### src/rtl/core_pkg.sv
// Shared types and constants for the core_mc multi-cycle processor.
package core_pkg;

  typedef enum logic [2:0] {
    OP_ADD = 3'b000,
    OP_SUB = 3'b001,
    OP_AND = 3'b010,
    OP_XOR = 3'b011,
    OP_LDI = 3'b100,
    OP_LD  = 3'b101,
    OP_ST  = 3'b110,
    OP_BR  = 3'b111
  } op_e;

  typedef enum logic [1:0] {
    ST_RUN,
    ST_MEM_WAIT,
    ST_HALT
  } state_e;

  typedef enum logic [2:0] {
    BC_ALWAYS = 3'b000,
    BC_Z      = 3'b001,
    BC_NZ     = 3'b010,
    BC_C      = 3'b011,
    BC_HALT   = 3'b111
  } br_cond_e;

  typedef struct packed {
    op_e        op;
    logic [2:0] a;
    logic [2:0] b;
  } instr_t;

  // Branch targets; the core keeps the low PW bits of each entry.
  localparam logic [31:0] BR_LUT [8] = '{
    32'h000, 32'h010, 32'h040, 32'h080, 32'h020, 32'h030, 32'hFFF, 32'h005
  };

endpackage

### src/rtl/core_mc_if.sv
// Data-memory req/ack handshake between core_mc (master) and a memory (slave).
interface core_mc_if #(parameter int DW = 8);
  logic          dmem_req;
  logic          dmem_we;
  logic [DW-1:0] dmem_addr;
  logic [DW-1:0] dmem_wdata;
  logic [DW-1:0] dmem_rdata;
  logic          dmem_ack;

  modport master (output dmem_req, dmem_we, dmem_addr, dmem_wdata,
                  input  dmem_rdata, dmem_ack);
  modport slave  (input  dmem_req, dmem_we, dmem_addr, dmem_wdata,
                  output dmem_rdata, dmem_ack);
endinterface

### src/rtl/core_regfile.sv
// 8 x DW register file: two asynchronous read ports, one synchronous write port.
module core_regfile #(
  parameter int DW = 8
) (
  input  logic          clk,
  input  logic          rst_n,
  input  logic [2:0]    ra_addr,
  output logic [DW-1:0] ra_data,
  input  logic [2:0]    rb_addr,
  output logic [DW-1:0] rb_data,
  input  logic          wr_en,
  input  logic [2:0]    wr_addr,
  input  logic [DW-1:0] wr_data
);

  logic [DW-1:0] regs_q [8];
  logic [DW-1:0] regs_d [8];

  // NOTE: start from the current contents so every path assigns regs_d (no latch).
  always_comb begin
    regs_d = regs_q;
    if (wr_en) regs_d[wr_addr] = wr_data;
  end

  // NOTE: this array is small flop storage with an architectural reset value of 0,
  // so it is cleared on reset; a RAM macro would not be.
  // NOTE: state updates use non-blocking assignments only.
  always_ff @(posedge clk or negedge rst_n) begin
    if (!rst_n) regs_q <= '{default: '0};
    else        regs_q <= regs_d;
  end

  assign ra_data = regs_q[ra_addr];
  assign rb_data = regs_q[rb_addr];

endmodule

### src/rtl/core_mc.sv
// Multi-cycle 9-bit-ISA core with req/ack data memory and sticky halt.
// Optional retired-instruction counter enabled by CORE_PERF_CNT_EN.
module core_mc
  import core_pkg::*;
#(
  parameter int DW        = 8,
  parameter int PW        = 12,
  parameter int HALT_ADDR = 128
) (
  input  logic          clk,
  input  logic          reset,
  output logic [PW-1:0] imem_addr,
  input  logic [8:0]    imem_data,
  core_mc_if.master     dmem,
  output logic          done,
  output logic [31:0]   instr_count
);

  localparam logic [PW-1:0] HALT_PC = PW'(HALT_ADDR);

  instr_t        ins;
  state_e        state_q, state_d;
  logic [PW-1:0] pc_q, pc_d, pc_inc, br_target;
  logic          z_q, z_d, c_q, c_d, done_q, done_d;
  logic          req_q, req_d, we_q, we_d;
  logic [DW-1:0] addr_q, addr_d, wdata_q, wdata_d;
  logic [2:0]    dest_q, dest_d;
  logic [DW-1:0] ra_val, rb_val, rf_wdata;
  logic [DW:0]   sum_w, diff_w;
  logic [2:0]    rf_waddr;
  logic          rf_we, taken;

  assign ins       = instr_t'(imem_data);
  assign sum_w     = {1'b0, ra_val} + {1'b0, rb_val};
  assign diff_w    = {1'b0, ra_val} - {1'b0, rb_val};
  assign pc_inc    = pc_q + PW'(1);
  assign br_target = BR_LUT[ins.b][PW-1:0];

  core_regfile #(.DW(DW)) u_regfile (
    .clk     (clk),
    .rst_n   (reset),
    .ra_addr (ins.a),
    .ra_data (ra_val),
    .rb_addr (ins.b),
    .rb_data (rb_val),
    .wr_en   (rf_we),
    .wr_addr (rf_waddr),
    .wr_data (rf_wdata)
  );

  always_comb begin
    state_d  = state_q;
    pc_d     = pc_q;
    z_d      = z_q;
    c_d      = c_q;
    req_d    = req_q;
    we_d     = we_q;
    addr_d   = addr_q;
    wdata_d  = wdata_q;
    dest_d   = dest_q;
    rf_we    = 1'b0;
    rf_waddr = ins.a;
    rf_wdata = '0;
    taken    = 1'b0;
    unique case (state_q)
      ST_RUN: begin
        if (pc_q == HALT_PC) begin
          state_d = ST_HALT;
        end else begin
          pc_d = pc_inc;
          unique case (ins.op)
            OP_ADD: begin
              rf_we = 1'b1; rf_wdata = sum_w[DW-1:0];
              c_d = sum_w[DW]; z_d = ~|rf_wdata;
            end
            OP_SUB: begin
              rf_we = 1'b1; rf_wdata = diff_w[DW-1:0];
              c_d = diff_w[DW]; z_d = ~|rf_wdata;
            end
            OP_AND: begin
              rf_we = 1'b1; rf_wdata = ra_val & rb_val; z_d = ~|rf_wdata;
            end
            OP_XOR: begin
              rf_we = 1'b1; rf_wdata = ra_val ^ rb_val; z_d = ~|rf_wdata;
            end
            OP_LDI: begin
              rf_we = 1'b1; rf_wdata = DW'(ins.b);
            end
            OP_LD, OP_ST: begin
              // PC stays put until the access is acknowledged.
              pc_d    = pc_q;
              addr_d  = rb_val;
              wdata_d = ra_val;
              we_d    = (ins.op == OP_ST);
              dest_d  = ins.a;
              req_d   = 1'b1;
              state_d = ST_MEM_WAIT;
            end
            OP_BR: begin
              case (ins.a)
                BC_ALWAYS: taken = 1'b1;
                BC_Z:      taken = z_q;
                BC_NZ:     taken = ~z_q;
                BC_C:      taken = c_q;
                BC_HALT: begin
                  pc_d    = pc_q;
                  state_d = ST_HALT;
                end
                default:   taken = 1'b0;
              endcase
              if (taken) pc_d = br_target;
            end
          endcase
        end
      end
      ST_MEM_WAIT: begin
        if (dmem.dmem_ack) begin
          rf_we    = ~we_q;
          rf_waddr = dest_q;
          rf_wdata = dmem.dmem_rdata;
          pc_d     = pc_inc;
          req_d    = 1'b0;
          state_d  = ST_RUN;
        end
      end
      ST_HALT: ;
      default: state_d = ST_RUN;
    endcase
    done_d = done_q | (state_d == ST_HALT);
  end

  always_ff @(posedge clk or negedge reset) begin
    if (!reset) begin
      state_q <= ST_RUN;
      pc_q    <= '0;
      z_q     <= 1'b0;
      c_q     <= 1'b0;
      req_q   <= 1'b0;
      we_q    <= 1'b0;
      addr_q  <= '0;
      wdata_q <= '0;
      dest_q  <= '0;
      done_q  <= 1'b0;
    end else begin
      state_q <= state_d;
      pc_q    <= pc_d;
      z_q     <= z_d;
      c_q     <= c_d;
      req_q   <= req_d;
      we_q    <= we_d;
      addr_q  <= addr_d;
      wdata_q <= wdata_d;
      dest_q  <= dest_d;
      done_q  <= done_d;
    end
  end

  assign imem_addr       = pc_q;
  assign done            = done_q;
  assign dmem.dmem_req   = req_q;
  assign dmem.dmem_we    = we_q;
  assign dmem.dmem_addr  = addr_q;
  assign dmem.dmem_wdata = wdata_q;

`ifdef CORE_PERF_CNT_EN
  logic        retire;
  logic [31:0] cnt_q, cnt_d;

  // Retire points: any non-memory op decoded in RUN, or the ack cycle of LD/ST.
  assign retire = (state_q == ST_RUN && pc_q != HALT_PC &&
                   ins.op != OP_LD && ins.op != OP_ST) ||
                  (state_q == ST_MEM_WAIT && dmem.dmem_ack);

  always_comb begin
    cnt_d = cnt_q;
    if (retire && cnt_q != '1) cnt_d = cnt_q + 32'd1;
  end

  always_ff @(posedge clk or negedge reset) begin
    if (!reset) cnt_q <= '0;
    else        cnt_q <= cnt_d;
  end

  assign instr_count = cnt_q;
`else
  assign instr_count = '0;
`endif

endmodule

### src/flat_wrapper.sv
// flat-port wrapper written by rule: the top's interface ports become plain ports
module core_mc_flat import core_pkg::*;
#(
  parameter int DW        = 8,
  parameter int PW        = 12,
  parameter int HALT_ADDR = 128
)
  (clk, reset, imem_addr, imem_data, done, instr_count, dmem_dmem_req, dmem_dmem_we, dmem_dmem_addr, dmem_dmem_wdata, dmem_dmem_rdata, dmem_dmem_ack);
  core_mc_if #(.DW(DW)) dmem_i ();
  input  logic clk;
  input  logic reset;
  output logic [PW-1:0] imem_addr;
  input  logic [8:0] imem_data;
  output logic done;
  output logic [31:0] instr_count;
  output wire logic [$bits(dmem_i.dmem_req)-1:0] dmem_dmem_req;
  output wire logic [$bits(dmem_i.dmem_we)-1:0] dmem_dmem_we;
  output wire logic [$bits(dmem_i.dmem_addr)-1:0] dmem_dmem_addr;
  output wire logic [$bits(dmem_i.dmem_wdata)-1:0] dmem_dmem_wdata;
  input wire logic [$bits(dmem_i.dmem_rdata)-1:0] dmem_dmem_rdata;
  input wire logic [$bits(dmem_i.dmem_ack)-1:0] dmem_dmem_ack;
  assign dmem_dmem_req = dmem_i.dmem_req;
  assign dmem_dmem_we = dmem_i.dmem_we;
  assign dmem_dmem_addr = dmem_i.dmem_addr;
  assign dmem_dmem_wdata = dmem_i.dmem_wdata;
  assign dmem_i.dmem_rdata = dmem_dmem_rdata;
  assign dmem_i.dmem_ack = dmem_dmem_ack;
  core_mc #(.DW(DW), .PW(PW), .HALT_ADDR(HALT_ADDR)) u_core (.clk(clk), .reset(reset), .imem_addr(imem_addr), .imem_data(imem_data), .dmem(dmem_i), .done(done), .instr_count(instr_count));
endmodule
### config.mk
export PLATFORM = sky130hd
export DESIGN_NAME = core_mc_flat
export DESIGN_NICKNAME = d
export VERILOG_FILES = /design/src/rtl/core_pkg.sv /design/src/rtl/core_mc_if.sv /design/src/rtl/core_regfile.sv /design/src/rtl/core_mc.sv /design/src/flat_wrapper.sv
export SDC_FILE = /design/constraint.sdc
export NUM_CORES = 1
export LEC_CHECK = 0
export BUFFER_PORTS_ARGS = -buffer_cell sky130_fd_sc_hd__buf_2
export CORE_AREA = 2 2 112 114
export DETAILED_ROUTE_END_ITERATION = 8
export DIE_AREA = 0 0 114 116
export PLACE_DENSITY = 0.83
export SYNTH_ARGS = -nofsm -noshare
export SYNTH_HDL_FRONTEND = slang
export SYNTH_SLANG_ARGS = --single-unit
### constraint.sdc
create_clock -name clk -period 3.73 [get_ports clk]
set_input_delay 0.1865 -clock clk [delete_from_list [all_inputs] [get_ports clk]]
set_output_delay 0.1865 -clock clk [all_outputs]
set_load 0.1 [all_outputs]
Word level (Yosys, flattened, before mapping)
Memory sizes are Yosys's and may differ from the RTL's.
Cells that the tools add are included.

word-level totals
  bits in latches = 0
  bits in writable memories = 0
  memories = 1
  memory bits (read-only) = 256
  register bits after elaboration = 102

memory list
  memory            depth  bits a word  read ports  clocked after memory_dff  wr ports  line           source
  (name not given)  8      32           1           0                         0         core_mc.sv:37  assign br_target = BR_LUT[ins.b][PW-1:0];

cells by class
  shift-type cells = 0
  $add $sub $neg = 3
  equality and inequality tests = 20
  $lt $le $gt $ge = 4
  bitwise gates (word level) = 9
  multiplexer cells = 42
  divide/modulo/power cells = 0
  multipliers = 0
  reduce and logical (&&, ||, !) cells = 22

operator list
  operator                 number
  $mux W12                 6
  $bwmux W64               1
  $mux W8                  7
  $bmux W8 S3              2
  $pmux W12 S2             2
  $pmux W8 S5              1
  $reduce_or A8 Y1         4
  $demux W8 S3             1
  $pmux W8 S2              1
  $eq A3 B3 Y1 const B     5
  $add A12 B1 Y12 const B  1
  $eq A12 B8 Y1 const B    1
  $eq A3 B2 Y1 const B     4
  $ge A4 B4 Y1 const B     3
  $not A3 Y4               3
  $add A8 B8 Y9            1
  $mux W1                  9
  $reduce_and A3 Y1        3
  $sub A8 B8 Y9            1
  $and A8 B8 Y8            1
  $ne A2 B2 Y1 const B     4
  $pmux W1 S4              2
  $xor A8 B8 Y8            1
  $eq A3 B1 Y1 const B     2
  other kinds (21)         34

Depth between registers and ports, before layout
Gate-level depths: netlist of the first run.

  depth in word-level cells = 9
  mapped depth = 14
  mapped depth without buffers = 13

Modules after synthesis
A second synthesis of the first run with hierarchy kept.

second synthesis, totals
  cells, all modules = 612
  area total of the unflattened synthesis = 7021.7 µm²

by module, submodules not included
  module        cells an instance  area each (µm²)  instances
  core_regfile  201                3539.6           1
  core_mc       411                3482.1           1

Worst setup path before layout of the first run
No wires, ideal clock.

  path kind = input port to flip-flop
  start point = in imem_data[0]
  end point = reg u_core.u_regfile.regs_q[13] (netlist bit)
  data arrival time = 3.485 ns
  cell stages on the path = 13
  slack = 0.117 ns
  buffers on the path = 3
  cell sequence = buf_2 > buf_2 > mux4_2 > mux2_2 > inv_1 > ha_1 > buf_2 > or2_2 > a2111oi_0 > a211oi_1 > a221oi_1 > o21ai_0 > mux2_1

on the way
  longest elaborated chain between the ends = 9
  elaborated cells between the ends (all ways) = 12

ends and longest elaborated chain
  what                                             line                          source
  from (decl)                                      flat_wrapper.sv:13            input logic [8:0] imem_data;
  $not A3 Y4 (implied by the code) (*)             core_regfile.sv:34            assign rb_data = regs_q[rb_addr];
  $bmux W8 S3 (*)                                  core_regfile.sv:34
  $mux W8 (implied by the code) (*) (2 in series)  core_regfile.sv:34
  named net u_core.rb_val[4]                       core_mc.sv:28                 logic [DW-1:0] ra_val, rb_val, rf_wdata;
  $sub A8 B8 Y9 or $add A8 B8 Y9 (tied branches)   core_mc.sv:35, core_mc.sv:34
  $pmux W8 S5 (*)                                  core_mc.sv:71                 unique case (ins.op)
  $mux W8 (*)                                      core_mc.sv:67                 if (pc_q == HALT_PC) begin
  $pmux W8 S2 (*)                                  core_mc.sv:65                 unique case (state_q)
  $bwmux W64 (*)                                   core_regfile.sv:22            if (wr_en) regs_d[wr_addr] = wr_data;
  to (signal assigned)                             core_regfile.sv:30            else regs_q <= regs_d;
  to (decl)                                        core_regfile.sv:16            logic [DW-1:0] regs_q [8];

Mark *: on every way through the listed nets, which the timed path passes. The rest lies on a longest branch. The select of a mux whose other input is x is not followed.
A chain may end at the register's enable or synchronous reset.

Worst setup path in the final report of the first run
  start point = reg u_core.u_regfile.regs_q[60] (netlist bit)
  end point = reg u_core.u_regfile.regs_q[37] (netlist bit)

on the way
  longest elaborated chain between the ends = 8
  elaborated cells between the ends (all ways) = 12

ends and longest elaborated chain
  what                                             line
  $bmux W8 S3 (*)                                  core_regfile.sv:34
  $mux W8 (implied by the code) (*) (2 in series)  core_regfile.sv:34
  named net u_core.rb_val[4]                       core_mc.sv:28
  $sub A8 B8 Y9 or $add A8 B8 Y9 (tied branches)   core_mc.sv:35, core_mc.sv:34
  $pmux W8 S5 (*)                                  core_mc.sv:71
  $mux W8 (*)                                      core_mc.sv:67
  $pmux W8 S2 (*)                                  core_mc.sv:65
  $bwmux W64 (*)                                   core_regfile.sv:22

Marks and branches as above.

==> run metrics, run 1 <==
antenna violations before repair=0; Die Ht=116 µm; drt pass-1 iters=5; Post-Synth Adder-Cell Area=4.249%; DRC=0; share of cells above drive strength 1=26.69%; antenna cell count=0; number of synthesized flops with an enable pin=0; top_reg_cell synth=dfrtp_1; Synth cell types=71; simple-gate share of the synthesized area=14.68%; crit share post-route=96.33%; P per Cell Area=897.9 nW/µm²; most numerous cell in the Yosys netlist=dfrtp_1; mux contribution to synthesized area=23.32%; Lkg Pwr=0.003660 µW; Setup Slack @ Placement=-0.1632 ns; Yosys reg bits=102; worst-path cell chain=mux4_2 > mux2_2 > inv_1 > ha_1 > or2_2 > a2111oi_0 > a211oi_1 > a221oi_1 > o21ai_0 > buf_4 > mux2_1; CTS Buf Count=9; Routed Antenna Nets=0; final setup margin=0.1370 ns; Yosys Warn Count=0; Peak VDD IR=561.7 µV; Worst setup SP type=flop; GPL Wtd Cong=0.9899; ys async rst share=100.0%; synth cell count leaders=dfrtp_1, nand2_1, nor2_1; Reg-to-Reg End=u_core.u_regfile.regs_q[37]; Max-slew headroom=19.51%; clock root cell=clkbuf_16; input/output buffers=50; area taken by multi-input logic gates=4213 µm²; I/O pins=83; CTS sink cnt=102; sequential share of the synthesized area=35.82%; first-pass GRT wire length=30970 µm; synthesized cell area=7126 µm²; Hold Fails Final Rpt=1; Starting Density=59.82%; Design Area, Final=8015 µm²; die area=13220 µm²; FF+latch area=2552 µm²; compound-gate portion of the synthesized area=14.49%; Placed Area=7707 µm²; top cells by area, synth=dfrtp_1, mux4_2, mux2_1; final core utilization=67.29%; biggest area consumer among synthesized cells=dfrtp_1; vias in the first global route=5824; hold_ws=-0.0005619 ns; area grow syn2layout=12.48%; Post-layout nets=806; hold_buf cts=0; CTS H-tree lvls=3; status=finished with violations; pin count of the biggest net entering global routing=85; Worst-path clk slew=0.08 ns; critical path fanouts, max=8; Fin Clk Skew=0.01193 ns; worst r2r path cells=11; failing checks=negative hold slack; Via-to-Cell Ratio=6.462; largest family of logic cells by synthesized area=multiplexers; fin crit period=3.593 ns; Max Slew Vio Count=0; final wirelength=19390 µm; DR iter-0 viols=598; row count=40; die width=114 µm; Reg-to-Reg Start=u_core.u_regfile.regs_q[60]; clk buf depth=2; unrepaired setup endpoints after global routing=false; worst-skew pair later-pin latency=0.36 ns; Synth Area in XOR/XNOR=0.6146%; Syn Area/Cell=10.39 µm²; wire length per cell=21.19 µm; Slew @ Worst Pin=1.205 ns; Vias=5913; area share of the largest cell type after synthesis=35.82%; CTS tree=built; Core Area=11910 µm²; total grt overflow=0; Post-Syn Instances=686; critical path class=flop to flop; Final setup viols=0; critical path endpoint category=flop; FMAX=278.3 MHz; slowest cell on the critical path=mux4_2; HPWL after DPL=13850 µm; Fillers=856; R2R setup slack=0.14 ns; Total GRT Usage=30.88%; Req. time, crit path=3.97 ns; Hold Path Class=primary input to async pin; crit-path max cell delay=0.45 ns; crit path DAT=3.83 ns; max_cap viols=0
how the worst max path moves through the flow:
| stage | end | slack (ns) | start | cells after the start |
|---|---|---|---|---|
| 2_1_floorplan | u_core.u_regfile.regs_q[13] | 0.12 | imem_data[0] | 13 |
| 3_3_place_gp | u_core.u_regfile.regs_q[21] | -0.11 | imem_data[0] | 12 |
| 3_5_place_dp | u_core.u_regfile.regs_q[62] | -0.16 | imem_data[0] | 13 |
| 4_1_cts | u_core.u_regfile.regs_q[37] | 0.18 | u_core.u_regfile.regs_q[36] | 11 |
| 5_1_grt | u_core.u_regfile.regs_q[37] | 0.06 | u_core.u_regfile.regs_q[36] | 11 |
| 6_report | u_core.u_regfile.regs_q[37] | 0.14 | u_core.u_regfile.regs_q[60] | 11 |
layer usage:
| metal | wire length [µm] | global-route usage [%] |
|---|---|---|
| met2 | 9182 | 48.45 |
| met4 | 747 | 15.53 |
| met5 | 0 | 0 |
| met3 | 1570 | 5.701 |
| met1 | 7885 | 41.70 |
critical path, delay by kind of cell (launching register included):
kind                       cells  cell delay [ns]
muxes                          3             1.09
buffers and inverters          2             0.30
adders and majority gates      1             0.26
AOI/OAI and AO/OA              4             1.10
and+or+nand+nor                1             0.31
DFF                            1             0.41
cell type report:
class / count / share of cell area (%)
sequential: 102 / 31.85
timing repair buffer: 101 / 8.242
tap: 147 / 2.295
clock buffer: 10 / 2.857
inverter: 27 / 1.264
clock inverter: 6 / 0.9366
multi-input combinational: 522 / 52.56
cell usage in the layout (no fill, tap or decap), types with 3 or more instances in the layout:
| cell | instances |
|---|---|
| xnor2_1 | 3 |
| or2_2 | 5 |
| dfrtp_1 | 102 |
| nor3b_1 | 6 |
| nand2b_1 | 10 |
| mux2_4 | 19 |
| and3_1 | 3 |
| a311oi_1 | 3 |
| nor2_1 | 51 |
| buf_2 | 49 |
| mux2_2 | 13 |
| nand3_1 | 13 |
| mux2_1 | 37 |
| o21ai_0 | 22 |
| nor3_1 | 10 |
| conb_1 | 32 |
| o221ai_1 | 3 |
| nand4_1 | 6 |
| nor2b_1 | 15 |
| o22ai_1 | 4 |
| inv_1 | 27 |
| o211ai_1 | 4 |
| o21a_1 | 7 |
| clkbuf_16 | 9 |
| nor2_4 | 8 |
| a21oi_1 | 43 |
| ha_1 | 21 |
| nor4_1 | 3 |
| or4_1 | 5 |
| a211oi_1 | 6 |
| mux4_2 | 33 |
| mux2i_1 | 7 |
| buf_4 | 50 |
| and2_1 | 3 |
| a31oi_1 | 23 |
| a21o_1 | 3 |
| nand2_1 | 54 |
power by group:
part	internal (µW)	total (µW)	switching, µW
combinational	1540	4310	2770
clock	532	984	452
sequential	1530	1900	373
cell families (layout without fill, tap and decap cells):
family / count (synthesis) / count (layout)
mux: 109 / 109
xor+xnor: 5 / 5
other cells: 1 / 32
fa+ha+maj: 23 / 23
buf+inv: 93 / 144
simple gates: 202 / 202
flops: 102 / 102
compound gates: 151 / 151
sequential cells by signal, indices dropped and copies added (netlist names):
| signal | count |
|---|---|
| u_core.dmem.dmem_req | 1 |
| u_core.z_q | 1 |
| u_core.u_regfile.regs_q | 64 |
| u_core.imem_addr | 12 |
| u_core.dmem.dmem_we | 1 |
| u_core.dmem.dmem_wdata | 8 |
| u_core.state_q | 2 |
| u_core.dest_q | 3 |
| u_core.done | 1 |
| u_core.c_q | 1 |
| u_core.dmem.dmem_addr | 8 |
metrics by stage:
stage / hold slack [ns] / setup TNS (ns) / std cells / total power, µW
after floorplan: -0.1091 / 0 / 717 / 5028
after global placement: 0.3968 / -1.057 / 899 / 6040
after detailed placement: 0.4195 / -1.934 / 899 / 6126
after CTS: 0.03618 / 0 / 915 / 7141
after global routing: 0.06040 / 0 / 915 / 7576
final: -0.0005619 / 0 / 915 / 7196
timing repair:
action,4_1_cts,5_1_grt
gates resized for setup,0,2
setup buffers,0,0
setup endpoints to repair,0,9
(Power assumes the default switching activity.)
==> inputs of run 2 (changes only) <==
Settings changed: ABC_AREA set to 1, CORE_AREA 2 2 112 114 to 2 2 113 115, DIE_AREA 0 0 114 116 to 0 0 115 117.
==> run 2 against run 1 <==
  * The run now ends clean
  * Sequential power rose by 3%
  * Die area is 1.7% higher
  * Non-clock buffer count is 32 lower
  * Critical path depth grew 9
  * Cell area decreased by 1.6%
  * Clock power decreased by 1%
  * Synthesized area increased by 1.8%
  * Clock skew about the same
  * Critical endpoint is now u_core.u_regfile.regs_q[53]
==> run metrics, run 2 <==
Reg-to-Reg End=u_core.u_regfile.regs_q[53]; Final setup viols=0 (unchanged); Hold Startpoint=dmem_dmem_ack; synth cell count leaders=nand2_1, dfrtp_1, inv_1; Routed Antenna Nets=0 (unchanged); leading cell type in the layout, fill and taps excluded=nand2_1; R2R setup slack=0.60 ns (+0.46 ns); fin crit period=3.133 ns (-0.4595 ns); crit share post-route=84.01% (-12 points); worst r2r path cells=20 (+9); worst-skew pair later-pin latency=0.36 ns (about the same); Hold Path Class=primary input to flop; Design Area, Final=7884 µm² (-1.6%); DRC=0 (unchanged); final wirelength=20670 µm (+6.6%); synthesized cell area=7251 µm² (+1.8%); area taken by multi-input logic gates=4061 µm² (-3.6%); CTS H-tree lvls=3 (unchanged); clock root cell=clkbuf_16; DR iter-0 viols=997 (+67%); vias in the first global route=6228 (+6.9%); P per Cell Area=798.5 nW/µm² (-11%); share of cells above drive strength 1=13.42% (-13 points); Syn Area/Cell=7.046 µm² (-32%); setup TNS=0 ns (unchanged); biggest area consumer among synthesized cells=dfrtp_1; area grow syn2layout=8.732%; Lkg Pwr=0.004225 µW (+15%); sequential share of the synthesized area=35.20% (-0.62 points); Core Area=12310 µm² (+3.4%); Worst-path clk slew=0.07 ns (about the same); Post-Syn Instances=1029 (+50%); HPWL after DPL=15280 µm (+10%); Vias=6975 (+18%); Max-slew headroom=25.80% (+6.3 points); post-CTS setup buffers=0 (unchanged); Hold Fails Final Rpt=0 (-1); CTS tree=built; cts repair resizes=0 (unchanged); die width=115 µm (+0.88%); critical path fanouts, max=8 (unchanged); status=finished, final reports clean; die area=13460 µm² (+1.7%); first-pass GRT wire length=32600 µm (+5.2%); Tot Pwr=6296 µW (-13%); antenna violations before repair=0 (unchanged); Slew @ Worst Pin=1.104 ns (-0.1003 ns); Max Slew Vio Count=0 (unchanged); Biggest register=u_core.u_regfile.regs_q; unrepaired setup endpoints after global routing=false; number of synthesized flops with an enable pin=0 (unchanged); CTS sink cnt=102 (unchanged); row count=41 (+2.5%); pin count of the biggest net entering global routing=42 (-51%); Starting Density=58.89% (-0.93 points); critical path class=flop to flop; Req. time, crit path=4.03 ns (+0.06 ns); Yosys Warn Count=0 (unchanged); Hold Path Depth=2; area share of the largest cell type after synthesis=35.20% (-0.62 points); top_reg_cell synth=dfrtp_1; Placed Area=7576 µm² (-1.7%); drt pass-1 iters=6 (+1); hold_ws=0.08434 ns (+0.08490 ns); Via-to-Cell Ratio=5.634 (-13%); Reg-to-Reg Start=u_core.u_regfile.regs_q[19]; clk buf depth=2 (unchanged); crit path DAT=3.43 ns (-0.40 ns); FF+latch area=2552 µm² (unchanged); CTS Buf Count=9 (unchanged); Synth cell types=48 (-32%); FMAX=319.1 MHz (+15%); Total GRT Usage=31.34% (+0.46 points); critical path endpoint category=flop; wire length per cell=16.69 µm (-21%); Yosys reg bits=102 (unchanged); top cells by area, synth=dfrtp_1, nand2_1, inv_1; I/O pins=83 (unchanged); Fin Clk Skew=0.01172 ns (-0.0002067 ns); total grt overflow=0 (unchanged); Die Ht=117 µm (+0.86%); input/output buffers=50 (unchanged); Fillers=1072 (+25%); commonest non-fill, non-tap cells in the layout=nand2_1, dfrtp_1, inv_1, nor2_1, o21ai_0; most numerous cell in the Yosys netlist=nand2_1; number of flip-flops in the largest register=64 (unchanged); antenna cell count=0 (unchanged); Post-layout nets=1126 (+40%); ys async rst share=100.0% (unchanged); GPL Wtd Cong=0.9864 (-0.35%); Peak VDD IR=323.4 µV (-42%); max_cap viols=0 (unchanged); Worst setup SP type=flop; Hold Crit Endpoint=u_core.state_q[0]
[run 2: cell families after synthesis]
group           after synthesis  synth area share, %
compound gates              149                12.32
xor+xnor                     11                1.329
fa+ha+maj                    23                4.176
buf+inv                     151                10.39
flops                       102                35.20
other cells                   1              0.05172
simple gates                592                36.53
[run 2: layer usage]
metal	up-vias	GRT usage (%)	part of all wire [%]	wire length (µm)
met2	393	50.63	46	9519
met4	0	12.29	3.7	756
met1	3169	42.43	41	8520
met5	-	0	0	0
li1	3349	-	-	-
met3	64	5.304	9.1	1871
[run 2: metrics by stage]
| stage | cells | setup WS (ns) | utilization [%] |
|---|---|---|---|
| after detailed placement | 1221 | 0.4156 | 61.53 |
| final | 1238 | 0.5965 | 64.03 |
| after floorplan | 1060 | 1.186 | - |
| after global placement | 1221 | 0.4584 | 61.53 |
| after CTS | 1238 | 0.6603 | 64.03 |
| after global routing | 1238 | 0.2522 | 64.03 |
[run 2: power breakdown]
group	internal, µW	total [µW]	switching, µW	leakage [µW]
Sequential	1540	1950	413	0.00134
Combinational	819	3370	2550	0.00273
Clock	524	974	449	0.000147
Total	2880	6300	3420	0.00423
[run 2: worst max path at each step]
stage	start	endpoint	slack, ns	cells after the start
global placement	imem_data[0]	u_core.u_regfile.regs_q[5]	0.46	20
global route	u_core.u_regfile.regs_q[19]	u_core.u_regfile.regs_q[61]	0.25	20
finish	u_core.u_regfile.regs_q[19]	u_core.u_regfile.regs_q[53]	0.60	20
CTS	u_core.u_regfile.regs_q[19]	u_core.u_regfile.regs_q[61]	0.66	20
floorplan	imem_data[3]	u_core.u_regfile.regs_q[15]	1.19	19
detailed placement	imem_data[0]	u_core.u_regfile.regs_q[47]	0.42	20
[run 2: repair_timing]
action	in CTS	in global routing
hold endpoints to repair	39	0
hold buffers	1	0
setup endpoints to repair	0	0
[run 2: worst max-delay path, stage by stage, from the launching register on]
cell      delay [ns]
dfrtp_1         0.35
inv_1           0.09
a21oi_1         0.13
o21ai_0         0.10
nand2_1         0.08
inv_1           0.03
o21ai_0         0.32
inv_1           0.13
ha_1            0.41
inv_1           0.21
nand2_1         0.11
nand3b_1        0.19
nand2_1         0.07
nand2_1         0.04
nand2_1         0.09
nand2_1         0.05
nand3_1         0.11
nand2_1         0.06
nand2_1         0.32
nand2_1         0.09
nand2_1         0.08
[run 2: cell type report]
| class | instances | share of cell area, % |
|---|---|---|
| Clock buffer | 9 | 2.857 |
| Clock inverter | 7 | 0.9205 |
| Inverter | 94 | 4.904 |
| Multi-Input combinational cell | 807 | 51.52 |
| Sequential cell | 102 | 32.38 |
| Tap cell | 150 | 2.381 |
| Timing Repair Buffer | 69 | 5.047 |
==> inputs of run 3 (changes only) <==
Clock period 3.73 ns to 3.2 ns, I/O delays scaled along.
==> run 3 against run 2 <==
  * Critical endpoint is now u_core.u_regfile.regs_q[7]
  * Largest power group unchanged
  * Sequential cell count did not move
  * Non-clock buffer count grew 31
  * Cell area grew 4.1%
  * Clock skew down 0.0023 ns
  * First-iteration DRC count is 16% lower
  * Hold slack improved by 0.013 ns
  * Worst setup slack lost 0.33 ns
  * Sequential power is 16% higher
  * Fmax grew 6.8%
  * Via count up 2.5%
  * Routed wire length rose by 2.4%
  * Count of clock-buffer cells in the layout is the same
==> run metrics, run 3 (synthesis results as in run 2) <==
met3 GRT Util=7.415% (+2.1 points); worst r2r path cells=19 (-5.0%); crit share post-route=91.71% (+7.7 points); Tot Pwr=7599 µW (+21%); area grow syn2layout=13.20%; antenna violations before repair=0 (unchanged); clk buf depth=2 (unchanged); CTS sink cnt=102 (unchanged); status=finished, final reports clean; Vias=7147 (+2.5%); GPL Wtd Cong=0.9909 (+0.46%); P per Cell Area=925.9 nW/µm² (+16%); Die Ht=117 µm (unchanged); Peak VDD IR=439.5 µV (+36%); final core utilization=66.67% (+2.6 points); CTS H-tree lvls=3 (unchanged); Via-to-Cell Ratio=5.632 (about the same); met2 usage=52.39% (+1.8 points); Core Area=12310 µm² (unchanged); Design Area, Final=8208 µm² (+4.1%); Lkg Pwr=0.004392 µW (+4.0%); DR iter-0 viols=837 (-16%); Req. time, crit path=3.46 ns (-0.57 ns); worst-skew pair later-pin latency=0.37 ns (about the same); HPWL after DPL=16070 µm (+5.1%); row count=41 (unchanged); Hold Path Depth=2 (unchanged); CTS Buf Count=9 (unchanged); post-CTS setup buffers=0 (unchanged); area taken by multi-input logic gates=4070 µm² (+0.22%); first-pass GRT wire length=33780 µm (+3.6%); number of flip-flops in the largest register=64 (unchanged); Top Usage Layer GRT=met2; worst-path cell chain=inv_1 > a21oi_1 > o21ai_0 > o21ai_0 > inv_1 > o21ai_1 > inv_1 > ha_1 > inv_1 > nand2_1 > nand2_1 > a21oi_1 > nand3_1 > nand3_1 > nand3_1 > nand2_1 > nand2_1 > nand2_1 > nand2_1; hold_ws=0.09697 ns (+0.01263 ns); crit path DAT=3.20 ns (-0.23 ns); FMAX=340.8 MHz (+6.8%); vias in the first global route=6582 (+5.7%); share of cells above drive strength 1=16.00% (+2.6 points); I/O pins=83 (unchanged); Worst setup SP type=flop; Hold Fails Final Rpt=0 (unchanged); critical path fanouts, max=8 (unchanged); drt pass-1 iters=6 (unchanged); Post-layout nets=1157 (+2.8%); commonest non-fill, non-tap cells in the layout=nand2_1, dfrtp_1, inv_1, nor2_1, o21ai_0; Fin Clk Skew=0.009385 ns (-0.002337 ns); die area=13460 µm² (unchanged); total grt overflow=0 (unchanged); Total GRT Usage=32.50% (+1.2 points); CTS tree=built; Starting Density=58.89% (unchanged); Placed Area=7871 µm² (+3.9%); Biggest register=u_core.u_regfile.regs_q; DRC=0 (unchanged); slowest cell on the critical path=ha_1; setup TNS=0 ns (unchanged); max_cap viols=0 (unchanged); Final setup viols=0 (unchanged); Slew @ Worst Pin=0.9853 ns (-0.1192 ns); input/output buffers=50 (unchanged); crit-path max cell delay=0.41 ns (about the same); GR Util met1=42.49% (+0.061 points); critical path class=flop to flop; Fillers=1050 (-2.1%); unrepaired setup endpoints after global routing=false; Max Slew Vio Count=0 (unchanged); final wirelength=21160 µm (+2.4%); Hold Path Class=primary input to flop; fin crit period=2.935 ns (-0.1988 ns); wire length per cell=16.68 µm (-0.11%); clock root cell=clkbuf_16; Max-slew headroom=34.31% (+8.5 points); antenna cell count=0 (unchanged); die width=115 µm (unchanged); most frequent CP cell=nand2_1; Routed Antenna Nets=0 (unchanged); FF+latch area=2552 µm² (unchanged); leading cell type in the layout, fill and taps excluded=nand2_1; Worst-path clk slew=0.08 ns (about the same); critical path endpoint category=flop; pin count of the biggest net entering global routing=78 (+86%)
run 3: cell types whose count changed in the layout (fill, tap and decap cells not counted), moves of 2 or more:
cell	previous run	this run
buf_12	0	5
buf_4	19	45
o21ai_1	17	19
clkinv_2	3	0
o21ai_0	60	58
run 3: routing by layer:
| metal | up-vias | routed length [µm] |
|---|---|---|
| li1 | 3410 | - |
| met1 | 3255 | 8651 |
| met2 | 401 | 9695 |
| met3 | 81 | 1887 |
| met4 | 0 | 929 |
| met5 | - | 0 |
run 3: report_power, final:
| group | total, µW | internal, µW | switching, µW |
|---|---|---|---|
| logic | 4150 | 1120 | 3030 |
| registers | 2270 | 1790 | 481 |
| clock network | 1180 | 626 | 554 |
run 3: worst max-delay path: cells and delay by family (launching register included):
family / cells / cell delay, ns
simple gates: 9 / 0.96
compound gates: 5 / 0.78
fa+ha+maj: 1 / 0.41
flops: 1 / 0.35
buf+inv: 4 / 0.34
run 3: final timing paths:
kind                                              from                          end  slack, ns
min in group asynchronous                        reset         u_core.imem_addr[11]       0.48
max reg2reg                u_core.u_regfile.regs_q[14]   u_core.u_regfile.regs_q[7]       0.27
max in group asynchronous                        reset  u_core.u_regfile.regs_q[50]       1.89
min                                      dmem_dmem_ack            u_core.state_q[0]        0.1
max                        u_core.u_regfile.regs_q[14]   u_core.u_regfile.regs_q[7]       0.27
min reg2reg                                u_core.done                  u_core.done       0.47
run 3: layout make-up:
type,count,area share (%)
inverter,94,4.710
clock inverter,7,1.128
timing repair buffer,100,8.445
sequential,102,31.10
multi-input combinational,807,49.59
clock buffer,9,2.744
tap,150,2.287
run 3: repair_timing:
action	4_1_cts	5_1_grt
hold buffers	1	0
endpoints found under the hold margin	41	0
gates resized for setup	0	4
setup endpoints to repair	0	12
run 3: metrics by stage:
step	setup slack (ns)	cells
floorplan	0.6826	1060
CTS	0.2599	1269
global placement	0.07722	1252
detailed placement	0.06691	1252
finish	0.2653	1269
global route	0.02068	1269
